[config.mk]
export PLATFORM = sky130hd
export DESIGN_NAME = mem_port_arbiter
export DESIGN_NICKNAME = d
export VERILOG_FILES = /design/src/rtl/mem_port_arbiter.sv
export SDC_FILE = /design/constraint.sdc
export NUM_CORES = 1
export LEC_CHECK = 0
export BUFFER_PORTS_ARGS = -buffer_cell sky130_fd_sc_hd__buf_2
export CORE_AREA = 2 2 130 132
export DETAILED_ROUTE_END_ITERATION = 16
export DIE_AREA = 0 0 132 134
export PLACE_DENSITY = 0.66
export SETUP_SLACK_MARGIN = 0.4
export SLEW_MARGIN = 20
export SYNTH_ARGS = -nofsm -noshare
export SYNTH_HDL_FRONTEND = slang
export SYNTH_SLANG_ARGS = --single-unit
[constraint.sdc]
create_clock -name clk -period 1.89 [get_ports clk]
set_clock_uncertainty 0.2 [all_clocks]
set_input_delay 0.0945 -clock clk [delete_from_list [all_inputs] [get_ports clk]]
set_output_delay 0.0945 -clock clk [all_outputs]
set_load 0.1 [all_outputs]
[src/rtl/mem_port_arbiter.sv]
// Round-robin arbiter sharing one memory read port and one write port among NUM_REQ requesters.
// After reset, an optional sequencer zero-fills the memory before any request is served.
module mem_port_arbiter #(
  parameter int unsigned DATA_WIDTH = 32,
  parameter int unsigned ADDR_WIDTH = 32,
  parameter int unsigned MEM_SIZE   = 1024,
  parameter int unsigned NUM_REQ    = 2,
  parameter int unsigned INIT_ZERO  = 1
) (
  input  logic                                 clk,
  input  logic                                 reset,
  input  logic [NUM_REQ-1:0]                   req_valid,
  output logic [NUM_REQ-1:0]                   req_ready,
  input  logic [NUM_REQ-1:0]                   req_we,
  input  logic [NUM_REQ-1:0][ADDR_WIDTH-1:0]   req_addr,
  input  logic [NUM_REQ-1:0][DATA_WIDTH-1:0]   req_wdata,
  output logic [NUM_REQ-1:0]                   resp_valid,
  output logic [NUM_REQ-1:0]                   resp_err,
  output logic [NUM_REQ-1:0][DATA_WIDTH-1:0]   resp_data,
  output logic [ADDR_WIDTH-1:0]                mem_read_addr,
  output logic                                 mem_read_enable,
  input  logic [DATA_WIDTH-1:0]                mem_read_data,
  output logic [ADDR_WIDTH-1:0]                mem_write_addr,
  output logic [DATA_WIDTH-1:0]                mem_write_data,
  output logic                                 mem_write_enable,
  output logic                                 init_done
);

  localparam int unsigned PTR_W = (NUM_REQ > 1) ? $clog2(NUM_REQ) : 1;

  typedef enum logic {ST_INIT, ST_SERVE} state_e;

  state_e                              state_q, state_d;
  logic [ADDR_WIDTH-1:0]               init_cnt_q, init_cnt_d;
  logic                                init_done_q, init_done_d;
  logic [PTR_W-1:0]                    rr_ptr_q, rr_ptr_d;
  logic [NUM_REQ-1:0]                  resp_valid_q, resp_valid_d;
  logic [NUM_REQ-1:0]                  resp_err_q, resp_err_d;
  logic [NUM_REQ-1:0][DATA_WIDTH-1:0]  resp_data_q, resp_data_d;

  logic                                grant_vld;
  logic [PTR_W-1:0]                    grant_idx;
  logic [PTR_W:0]                      cand;
  logic [ADDR_WIDTH-1:0]               sel_addr;
  logic                                sel_in_range;

  // Search starts at rr_ptr and wraps; first valid requester wins.
  always_comb begin
    grant_vld = 1'b0;
    grant_idx = '0;
    cand      = '0;
    for (int unsigned k = 0; k < NUM_REQ; k++) begin
      cand = {1'b0, rr_ptr_q} + (PTR_W+1)'(k);
      if (cand >= (PTR_W+1)'(NUM_REQ)) cand = cand - (PTR_W+1)'(NUM_REQ);
      if (!grant_vld && req_valid[cand[PTR_W-1:0]]) begin
        grant_vld = 1'b1;
        grant_idx = cand[PTR_W-1:0];
      end
    end
  end

  assign sel_addr     = req_addr[grant_idx];
  assign sel_in_range = 64'(sel_addr) < 64'(MEM_SIZE);

  always_comb begin
    state_d          = state_q;
    init_cnt_d       = init_cnt_q;
    init_done_d      = init_done_q | (INIT_ZERO == 0);
    rr_ptr_d         = rr_ptr_q;
    resp_valid_d     = '0;
    resp_err_d       = '0;
    resp_data_d      = resp_data_q;
    req_ready        = '0;
    mem_read_addr    = '0;
    mem_read_enable  = 1'b0;
    mem_write_addr   = '0;
    mem_write_data   = '0;
    mem_write_enable = 1'b0;
    // Nothing is granted or written while reset is held, so an in-flight request is dropped.
    if (reset) begin
      case (state_q)
        ST_INIT: begin
          mem_write_enable = 1'b1;
          mem_write_addr   = init_cnt_q;
          init_cnt_d       = init_cnt_q + 1'b1;
          if (init_cnt_q == ADDR_WIDTH'(MEM_SIZE - 1)) begin
            state_d     = ST_SERVE;
            init_done_d = 1'b1;
          end
        end
        ST_SERVE: begin
          if (grant_vld) begin
            req_ready[grant_idx]    = 1'b1;
            rr_ptr_d                = (grant_idx == PTR_W'(NUM_REQ - 1)) ? '0 : grant_idx + 1'b1;
            resp_valid_d[grant_idx] = 1'b1;
            if (!sel_in_range) begin
              resp_err_d[grant_idx] = 1'b1;
              if (!req_we[grant_idx]) resp_data_d[grant_idx] = '0;
            end else if (req_we[grant_idx]) begin
              mem_write_enable = 1'b1;
              mem_write_addr   = sel_addr;
              mem_write_data   = req_wdata[grant_idx];
            end else begin
              mem_read_enable        = 1'b1;
              mem_read_addr          = sel_addr;
              resp_data_d[grant_idx] = mem_read_data;
            end
          end
        end
      endcase
    end
  end

  always_ff @(posedge clk) begin
    if (!reset) begin
      state_q      <= (INIT_ZERO != 0) ? ST_INIT : ST_SERVE;
      init_cnt_q   <= '0;
      init_done_q  <= 1'b0;
      rr_ptr_q     <= '0;
      resp_valid_q <= '0;
      resp_err_q   <= '0;
      resp_data_q  <= '0;
    end else begin
      state_q      <= state_d;
      init_cnt_q   <= init_cnt_d;
      init_done_q  <= init_done_d;
      rr_ptr_q     <= rr_ptr_d;
      resp_valid_q <= resp_valid_d;
      resp_err_q   <= resp_err_d;
      resp_data_q  <= resp_data_d;
    end
  end

  assign resp_valid = resp_valid_q;
  assign resp_err   = resp_err_q;
  assign resp_data  = resp_data_q;
  assign init_done  = init_done_q;

endmodule

==> flow_results.xml <==
<?xml version="1.0" encoding="UTF-8"?>
<metrics>
  <group name="floorplan">
    <metric name="placement_rows" unit="">47</metric>
    <metric name="die_area" unit="um^2">17700</metric>
    <metric name="die_width" unit="um">132</metric>
    <metric name="core_area" unit="um^2">16300</metric>
    <metric name="y_dimension_of_the_die" unit="um">134</metric>
    <metric name="design.portCount" unit="">335</metric>
    <metric name="initial_core_util" unit="">0.322</metric>
  </group>
  <group name="min_path">
    <metric name="timing.hold.worst.start" unit="">reset</metric>
    <metric name="class_of_the_tightest_hold_or_removal_check" unit="">in2reg</metric>
    <metric name="hold_path_end" unit="">state_q$_SDFF_PN0_</metric>
    <metric name="whs_path_depth" unit="">4</metric>
  </group>
  <group name="timing">
    <metric name="final-hold-violation-count" unit="">0</metric>
    <metric name="timing_worst_slew_pin_value" unit="ns">0.537</metric>
    <metric name="clock.fmax" unit="MHz">441</metric>
    <metric name="min_period" unit="ns">2.27</metric>
    <metric name="final_number_of_max_transition_violations" unit="">0</metric>
    <metric name="rsz0062_at_grt" unit="">true</metric>
    <metric name="finalSetupTns" unit="ns">-20.75</metric>
    <metric name="post-route-period-util" unit="">1.20</metric>
    <metric name="final.setup.worst_slack" unit="ns">-0.378</metric>
    <metric name="setup-violations-final" unit="">88</metric>
    <metric name="worst_case_headroom_to_the_max_slew_limit" unit="">0.645</metric>
  </group>
  <group name="worst_setup_path">
    <metric name="start_kind" unit="">register</metric>
    <metric name="critPathCaptureType" unit="">output port</metric>
    <metric name="worstPathCellList" unit="">nand2b_4 -&gt; and2_4 -&gt; nor3_4 -&gt; buf_12 -&gt; o21ai_4 -&gt; buf_12 -&gt; a21oi_4 -&gt; buf_12</metric>
    <metric name="cpLargestDelayFamily" unit="">buffers and inverters</metric>
    <metric name="timing.rr.end" unit="">resp_data[19]$_SDFFE_PN0P_</metric>
    <metric name="slack_of_the_worst_reg_to_reg_path" unit="ns">-0.11</metric>
    <metric name="cp.required" unit="ns">1.60</metric>
    <metric name="path_class" unit="">reg2out</metric>
    <metric name="critical_path_arrival" unit="ns">1.97</metric>
    <metric name="critical_path.n_buffers_inverters" unit="">3</metric>
    <metric name="critPathMaxFanout" unit="">13</metric>
    <metric name="max_stage_delay" unit="ns">0.33</metric>
    <metric name="crit_path_frequent_cell" unit="">buf_12</metric>
    <metric name="critical_path.reg2reg.startpoint" unit="">rr_ptr_q$_SDFFE_PN0P_</metric>
    <metric name="reg2regPathDepth" unit="">9</metric>
    <metric name="worst_path_max_delay_cell" unit="">dfxtp_2</metric>
  </group>
  <group name="route">
    <metric name="routed_wire_length_per_instance" unit="um">20.8</metric>
    <metric name="detail_route.vias_per_cell" unit="">5.22</metric>
    <metric name="routed_wl" unit="um">27800</metric>
    <metric name="ant_nets" unit="">0</metric>
    <metric name="remaining_drc_errors" unit="">0</metric>
    <metric name="route.vias.total" unit="">6981</metric>
    <metric name="drt_first_iter_violations" unit="">397</metric>
    <metric name="firstDrtPassIters" unit="">5</metric>
  </group>
  <group name="clock_tree">
    <metric name="cts_sinks" unit="">103</metric>
    <metric name="max-clock-path-buffers" unit="">2</metric>
    <metric name="htree_num_levels" unit="">3</metric>
    <metric name="tritoncts.num_buffers" unit="">9</metric>
    <metric name="worstSkewPairLatency" unit="ns">0.34</metric>
    <metric name="cts_tree" unit="">yes</metric>
    <metric name="cts.root.buffer_cell" unit="">clkbuf_16</metric>
    <metric name="cts.clk_slew.worst_paths" unit="ns">0.08</metric>
  </group>
  <group name="run">
    <metric name="max_capacitance_violation_total" unit="">0</metric>
  </group>
  <group name="synth">
    <metric name="synth.yosys.warnings" unit="">0</metric>
    <metric name="share_of_synthesized_area_occupied_by_flip_flops_and_latches" unit="">0.394</metric>
    <metric name="synthesis.area" unit="um^2">5240</metric>
    <metric name="synth_ff_type" unit="">dfxtp_1</metric>
    <metric name="synthArstFlopShare" unit="">0</metric>
    <metric name="yosys_register_bits" unit="">103</metric>
    <metric name="synth_edf_count" unit="">0</metric>
    <metric name="syn_avg_cell_area" unit="um^2">7.72</metric>
    <metric name="post_syn_instances" unit="">678</metric>
    <metric name="synth_cell_types" unit="">42</metric>
  </group>
  <group name="global_routing">
    <metric name="grt_antenna_before_repair" unit="">4</metric>
    <metric name="grt-ovfl-total" unit="">0</metric>
    <metric name="grt_pass1_vias" unit="">6738</metric>
    <metric name="wire_length_of_the_first_global_routing_pass" unit="um">36600</metric>
    <metric name="largest_net_degree_at_the_start_of_global_routing" unit="">83</metric>
    <metric name="groute.usage.overall" unit="">0.261</metric>
  </group>
  <group name="placed_design">
    <metric name="gp_congestion" unit="">0.905</metric>
    <metric name="detailed_place_hpwl" unit="um">15800</metric>
    <metric name="port_buffers" unit="">312</metric>
  </group>
  <group name="layout">
    <metric name="layout.cells.most_common_list" unit="">232 x buf_2, 152 x nand2_1, 94 x buf_12</metric>
    <metric name="fin_nets" unit="">1277</metric>
    <metric name="post_route_cells_drive_above_1_share" unit="">0.610</metric>
    <metric name="layout.cells.most_common" unit="">buf_2</metric>
    <metric name="area.growth.synth_to_final" unit="%">129</metric>
  </group>
  <group name="power">
    <metric name="power_leakage" unit="nW">5.10</metric>
    <metric name="maximum_vdd_drop" unit="mV">0.514</metric>
    <metric name="power_density" unit="nW/um^2">443</metric>
    <metric name="design_power_total" unit="W">0.00532</metric>
  </group>
  <group name="outcome">
    <metric name="outcome" unit="">finished, violations left</metric>
    <metric name="failed_checks" unit="">setup timing</metric>
  </group>
</metrics>
## synth_stat cells, types with 2 or more instances
| cell type | count | share of area |
|---|---|---|
| nor2b_1 | 6 | 0.0072 |
| xor2_1 | 7 | 0.012 |
| nor4_1 | 16 | 0.019 |
| nand2_1 | 160 | 0.11 |
| nand4_1 | 16 | 0.019 |
| nand3_1 | 42 | 0.040 |
| nand2b_1 | 6 | 0.0072 |
| and2_1 | 50 | 0.060 |
| nor3_1 | 2 | 0.0019 |
| buf_1 | 2 | 0.0014 |
| dfxtp_1 | 103 | 0.39 |
| o31ai_1 | 32 | 0.046 |
| o22ai_1 | 33 | 0.039 |
| xnor2_1 | 20 | 0.033 |
| nor3_2 | 2 | 0.0038 |
| inv_1 | 2 | 0.0014 |
| buf_2 | 5 | 0.0048 |
| o21ai_0 | 11 | 0.011 |
| and3_1 | 5 | 0.0060 |
| and4_1 | 6 | 0.010 |
| buf_4 | 22 | 0.032 |
| clkbuf_1 | 42 | 0.030 |
| mux2i_1 | 15 | 0.029 |
| nor2_1 | 25 | 0.018 |
| a21oi_1 | 31 | 0.030 |
## flip-flops by register name, summed over array words and instances, names as in the netlist
register and cells:
resp_data 64, init_cnt_q 32, resp_err 2, resp_valid 2
init_done 1, rr_ptr_q 1, state_q 1
## area by class of cell
cell class              instances  area [um^2]
clock buffers                   9          225
inverters                       2         11.3
well taps                     220          275
repair buffers                471         4750
fillers                      1058         4290
clock inverters                 6          109
multi-input cells             523         4530
diodes                          4         10.0
flip-flops and latches        103         2090
## how the worst max path moves through the flow
stage | start | end | cells after the start
floorplan | rr_ptr_q$_SDFFE_PN0P_ | mem_write_data[30] | 6
global placement | req_addr[30] | mem_write_data[30] | 9
detailed placement | req_addr[43] | mem_write_data[30] | 9
CTS | rr_ptr_q$_SDFFE_PN0P_ | mem_read_addr[6] | 8
global route | rr_ptr_q$_SDFFE_PN0P_ | mem_write_data[30] | 8
finish | rr_ptr_q$_SDFFE_PN0P_ | mem_write_data[25] | 8
## metal layers
metal  share of wire  vias up  GRT usage  wire length (um)
met5               0        -          0                 0
met4           0.034        0     0.0700               954
met3           0.082       90     0.0669              2290
met2            0.52      421      0.469             14500
met1            0.36     3279      0.310             10000
li1                -     3191          -                 -
## cell families (layout without fill, tap and decap cells)
| group | after synthesis | count (layout) | synth area share |
|---|---|---|---|
| AND/OR/NAND/NOR | 343 | 343 | 0.323 |
| AO/OA/AOI/OAI | 115 | 115 | 0.138 |
| flip-flops | 103 | 103 | 0.394 |
| buffers and inverters | 73 | 488 | 0.0693 |
| XOR/XNOR | 27 | 27 | 0.0452 |
| multiplexers | 15 | 15 | 0.0287 |
| adder cells (fa/ha/maj) | 1 | 1 | 0.00239 |
| other | 1 | 26 | 0.000716 |
## where the power goes
group | leakage (nW) | switching [W] | total [W] | internal [W]
sequential | 0.839 | 0.00000603 | 0.00218 | 0.00217
clock | 0.166 | 0.000877 | 0.00217 | 0.00129
combinational | 4.09 | 0.000615 | 0.000981 | 0.000366
## through the flow
step,instance area [um^2],hold WS (ns),setup WS (ns),cells,util
final,12000,0.0998,-0.378,1338,0.737
after global routing,12000,0.118,-0.472,1337,0.737
after CTS,11100,0.0751,-0.437,1311,0.679
after detailed placement,9350,0.171,-0.398,1226,0.574
after global placement,9350,0.170,-0.343,1226,0.574
after floorplan,6130,0.0535,-0.573,699,-
## worst min-delay path: stages
cell and delay [ns]:
buf_4 0.18, nand2_2 0.09, buf_4 0.17, nand2_1 0.07
## repair_timing
action	CTS	global route
endpoints found under the hold margin	65	0
cloned	13	9
hold buffers	34	0
pin swaps	89	86
setup endpoints to repair	170	173
resized for setup	127	111
buffers inserted	23	14
Power figures use the tool's default switching activity.
